$ cat src/rtl/interleave_pkg.sv
// Shared constants for the stream interleaver: index-width helper and the
// bank-state encoding used by assertions and the bench.
package interleave_pkg;

  // Bank lifecycle encoding.
  localparam logic [1:0] EMPTY    = 2'd0;
  localparam logic [1:0] FILLING  = 2'd1;
  localparam logic [1:0] FULL     = 2'd2;
  localparam logic [1:0] DRAINING = 2'd3;

  // Ceiling log2, floored at 1 so index vectors are never zero width.
  function automatic int clog2(input int v);
    int r;
    for (r = 0; (1 << r) < v; r++) begin
    end
    return (r < 1) ? 1 : r;
  endfunction

  // Derive a bank's lifecycle state from its full flag and whether the
  // pointer currently owning it has moved past index 0.
  function automatic logic [1:0] bank_state(input logic is_full, input logic idx_nz);
    if (is_full) return idx_nz ? DRAINING : FULL;
    else         return idx_nz ? FILLING : EMPTY;
  endfunction

endpackage

$ cat src/rtl/interleave_map.sv
// Combinational G-bit group transpose: output word k takes group k of every
// stored word j and places it in group slot j.
module interleave_map
  import interleave_pkg::*;
#(
  parameter int NWORDS = 4,
  parameter int GROUP  = 2,
  parameter int WIDTH  = NWORDS * GROUP,
  parameter int IW     = clog2(NWORDS)
) (
  input  logic [NWORDS-1:0][WIDTH-1:0] words,
  input  logic [IW-1:0]                k,
  output logic [WIDTH-1:0]             word
);

  // One group slot per source word.
  for (genvar j = 0; j < NWORDS; j++) begin : g_grp
    assign word[GROUP*j +: GROUP] = words[j][GROUP*k +: GROUP];
  end

endmodule

$ cat src/rtl/stream_interleaver.sv
// Ping-pong block interleaver: fills one bank of NWORDS words while the
// other drains through the group transpose, one word per clock.
// Optional feature macro: STREAM_INTERLEAVER_BYPASS_EN adds a per-block
// bypass input captured on word 0 of each block.
module stream_interleaver
  import interleave_pkg::*;
#(
  parameter int NWORDS = 4,
  parameter int GROUP  = 2,
  parameter int WIDTH  = NWORDS * GROUP
) (
  input  logic             clock,
  input  logic             reset,
  input  logic [WIDTH-1:0] in_data,
  input  logic             in_valid,
  output logic             in_ready,
  output logic [WIDTH-1:0] out_data,
  output logic             out_valid,
  input  logic             out_ready,
  output logic             out_last,
  output logic [15:0]      blocks_done
`ifdef STREAM_INTERLEAVER_BYPASS_EN
  ,
  input  logic             bypass
`endif
);

  localparam int IW = clog2(NWORDS);
  localparam logic [IW-1:0] LAST = IW'(NWORDS - 1);

  if (WIDTH != NWORDS * GROUP) begin : g_bad_width
    $error("stream_interleaver: WIDTH must equal NWORDS*GROUP");
  end
  if (NWORDS < 2 || (NWORDS & (NWORDS - 1)) != 0) begin : g_bad_nwords
    $error("stream_interleaver: NWORDS must be a power of two >= 2");
  end

  logic [1:0][NWORDS-1:0][WIDTH-1:0] bank;
  logic                              wbank, rbank;
  logic [IW-1:0]                     win, rout;
  logic [1:0]                        full;
  logic [1:0][1:0]                   bank_st;
  logic                              acc, drn;
  logic [WIDTH-1:0]                  mapped;

  assign in_ready  = !full[wbank];
  assign out_valid = full[rbank];
  assign out_last  = (rout == LAST);
  assign acc       = in_valid && in_ready;
  assign drn       = out_valid && out_ready;

  // Bank payload; intentionally not reset, the full flags gate visibility.
  always_ff @(posedge clock) begin
    if (acc) bank[wbank][win] <= in_data;
  end

  // Write/read pointers, full flags and drained-block counter.
  always_ff @(posedge clock) begin
    if (reset) begin
      wbank       <= 1'b0;
      rbank       <= 1'b0;
      win         <= '0;
      rout        <= '0;
      full        <= 2'b00;
      blocks_done <= 16'd0;
    end else begin
      if (acc) begin
        if (win == LAST) begin
          full[wbank] <= 1'b1;
          wbank       <= ~wbank;
          win         <= '0;
        end else begin
          win <= win + IW'(1);
        end
      end
      if (drn) begin
        if (rout == LAST) begin
          full[rbank] <= 1'b0;
          rbank       <= ~rbank;
          rout        <= '0;
          blocks_done <= blocks_done + 16'd1;
        end else begin
          rout <= rout + IW'(1);
        end
      end
    end
  end

  interleave_map #(.NWORDS(NWORDS), .GROUP(GROUP), .WIDTH(WIDTH), .IW(IW)) u_map (
    .words (bank[rbank]),
    .k     (rout),
    .word  (mapped)
  );

`ifdef STREAM_INTERLEAVER_BYPASS_EN
  logic [1:0] byp;

  // Bypass flag latched per bank when the block's first word lands.
  always_ff @(posedge clock) begin
    if (acc && win == '0) byp[wbank] <= bypass;
  end

  assign out_data = byp[rbank] ? bank[rbank][rout] : mapped;
`else
  assign out_data = mapped;
`endif

  // Per-bank lifecycle view derived from the pointers that own each bank.
  for (genvar b = 0; b < 2; b++) begin : g_st
    assign bank_st[b] = bank_state(full[b],
                          full[b] ? (rbank == 1'(b) && rout != '0)
                                  : (wbank == 1'(b) && win != '0));
  end

  a_wr_bank: assert property (@(posedge clock) disable iff (reset)
    acc |-> (bank_st[wbank] == EMPTY || bank_st[wbank] == FILLING));
  a_rd_bank: assert property (@(posedge clock) disable iff (reset)
    drn |-> (bank_st[rbank] == FULL || bank_st[rbank] == DRAINING));

endmodule
$ cat config.mk
export PLATFORM = sky130hd
export DESIGN_NAME = stream_interleaver
export DESIGN_NICKNAME = d
export VERILOG_FILES = /design/src/rtl/interleave_pkg.sv /design/src/rtl/interleave_map.sv /design/src/rtl/stream_interleaver.sv
export SDC_FILE = /design/constraint.sdc
export NUM_CORES = 1
export LEC_CHECK = 0
export CELL_PAD_IN_SITES_DETAIL_PLACEMENT = 1
export CELL_PAD_IN_SITES_GLOBAL_PLACEMENT = 1
export CORE_ASPECT_RATIO = 1.75
export CORE_MARGIN = 2
export CORE_UTILIZATION = 35
export CTS_CLUSTER_SIZE = 30
export DETAILED_ROUTE_END_ITERATION = 10
export GPL_TIMING_DRIVEN = 0
export PLACE_DENSITY_LB_ADDON = 0.1
export SYNTH_ARGS = -nofsm -noshare
export SYNTH_HDL_FRONTEND = slang
export SYNTH_SLANG_ARGS = --single-unit
$ cat constraint.sdc
create_clock -name clock -period 4.4 [get_ports clock]
set_input_delay 1.1 -clock clock [delete_from_list [all_inputs] [get_ports clock]]
set_output_delay 1.1 -clock clock [all_outputs]
set_load 0.01 [all_outputs]
==> out/qor.csv <==
metric,value,unit
power_density,392,mW/mm²
route.met2.wl,4.37,mm
num_rows,49,
met3WireLength,192,µm
die_h,140,µm
vias,2101,
slew_violations,0,
clockRootBuffer,clkbuf_16,
arrival,2.61,ns
synthToLayoutAreaGrowth,23.1,%
finalSetupViolations,0,
min-delay-start,win[1],
grt_pass1_wl,11.9,mm
critical_path_class,reg2out,
synthFlopType,edfxtp_1,
synth_common_cells,"edfxtp_1 (64), dfxtp_1 (24), nor2_1 (15), mux4_1 (12)",
critPathLaunch,rout[0],
drv_cap,0,
setup_tns,0,ns
finClkSkew,0.00586,ns
worstMarginPinSlew,0.835,ns
power_frac_seq,51.0,%
cp-end-kind,primary output,
timing.fmax,270,MHz
async_flop_share,0,%
rsz0062_at_grt,no,
syn-instance-count,232,
intPower,1430,µW
status,finished clean,
clk_pin_slew,0.06,ns
path_max_fanout,10,
place.gp.congestion,0.664,
p_sw,350,µW
die_x,81.6,µm
period_needed,3.71,ns
mappedNetlistNets,250,
layout.nets,298,
globalRouteOverflowTotal,0,
post-cts-setup-buffer-count,0,
via_per_inst,5.10,
worstPathRequired,3.30,ns
synthesis.area,0.00369,mm²
cp-start-kind,flop,
track_usage,14.6,%
wire_per_inst,18.3,µm
layout-drive-gt1-share,14.0,%
synth_most_common_cell,edfxtp_1,
cts_buffers,9,
coreArea,0.0103,mm²
sw_frac_of_total,19.6,%
insertion_delay,0.34,ns
r2r_cells,3,
p_leak,0.00157,µW
cts_resized,0,
peakVddDrop,0.226,mV
combPwrFrac,3.4,%
syn_area_per_cell,15.9,µm²
ys_ff_latch,88,
dpl.hpwl,5.47,mm
ios,39,
met1Wirelength,2.83,mm
synth_cell_type_count,37,
grt_pass1_vias,2193,
start_util,35.8,%
route.detailed.drc,0,
drt_first_iter_violations,93,
port_buffers,37,
postCtsHoldBufs,0,
max-slew-margin-rel,44.1,%
ant_nets,0,
synth_top_cells_by_area,"edfxtp_1 (52%), dfxtp_1 (13%), mux4_1 (8.5%)",
clkSinkCount,88,
synth_top_area_share,52.1,%
htreeDepth,3,
r2r_start,wbank,
yosys_warnings,0,
dieArea,0.0114,mm²
synth_edf_count,64,
top_layer,met4,
min_path_cells,2,
yosys.area.top_type,edfxtp_1,
grt_antenna_before_repair,0,
fin_crit_sh,84.3,%
wl,7.55,mm
ys_seq_area_share,65.1,%
hold_path.class,reg2reg,
drt-pass1-iter-count,4,
clk_path_buf_depth,2,
timing.hold.ws,0.506,ns
grt_max_degree,16,
final-hold-violation-count,0,
power_frac_clock,45.7,%
cts_tree,built,
antenna_cells,0,
## layer usage
| metal | track usage, % | vias to the layer above |
|---|---|---|
| li1 | - | 999 |
| met1 | 15.2 | 1058 |
| met2 | 26.7 | 35 |
| met3 | 3.24 | 9 |
| met4 | 6.58 | 0 |
| met5 | 0 | - |
## worst paths after layout
check / to / slack (ns)
worst max-delay path: out_data[4] / 0.69
worst min-delay path: win[1] / 0.51
worst max register to register: bank[29] / 2.41
worst min register to register: win[1] / 0.51
## per-stage QoR
| stage | setup WS (ns) | power [µW] | util, % | area (µm²) | std cells |
|---|---|---|---|---|---|
| global route | 0.518 | 1840 | 44.1 | 4540 | 412 |
| CTS | 0.598 | 1810 | 44.1 | 4540 | 412 |
| global placement | 0.975 | 984 | 40.9 | 4220 | 396 |
| detailed placement | 0.976 | 987 | 40.9 | 4220 | 396 |
| floorplan | 1.84 | 953 | - | 3690 | 232 |
| finish | 0.691 | 1780 | 44.1 | 4540 | 412 |
## sequential cells by signal (all words and copies together) (netlist names)
| signal | count |
|---|---|
| bank | 64 |
| blocks_done | 16 |
| full | 2 |
| rbank | 1 |
| rout | 2 |
| wbank | 1 |
| win | 2 |
## placed cells by master, fill, tap and decap left out, types with 3 or more instances in the layout
cell,count
mux2_2,11
a31oi_1,3
o21ai_0,4
nor2_1,15
xor2_1,8
ha_1,6
inv_1,6
nand2_1,9
buf_6,4
mux4_2,4
and3_1,11
clkbuf_1,3
clkdlybuf4s50_1,37
nand4_1,6
clkbuf_16,9
mux4_1,12
a21oi_1,8
dfxtp_1,24
nand3_1,7
or3_1,5
edfxtp_1,64
## critical path: stages (launching register included)
cell	delay, ns
dfxtp_1	0.33
clkbuf_1	0.48
buf_2	0.37
mux4_1	0.35
mux2_2	0.28
clkdlybuf4s50_1	0.47
## final cells by class
class                      instances  area (µm²)
fill                            1028        5760
sequential                        88        2400
multi-input combinational        128        1180
timing repair buffer              37         370
clock buffer                      10         229
tap                              127         159
clock inverter                     6        92.6
buffer                            10        83.8
inverter                           6        22.5
## kinds of logic after synthesis
logic type | synth area share (%)
DFF | 65.1
and+or+nand+nor | 10.1
muxes | 14.9
AOI/OAI and AO/OA | 2.61
buffers and inverters | 2.88
adders and majority gates | 2.04
xor gates and xnor gates | 2.37
## power by group through the flow
stage / Sequential (µW) / Combinational, µW / Clock, µW
floorplan: 924 / 28.6 / 0
global placement: 924 / 59.6 / 0
detailed placement: 926 / 61.6 / 0
CTS: 907 / 61.9 / 839
global route: 909 / 66.3 / 869
finish: 907 / 59.9 / 813
Note: power is estimated with default switching activity, not from simulation.
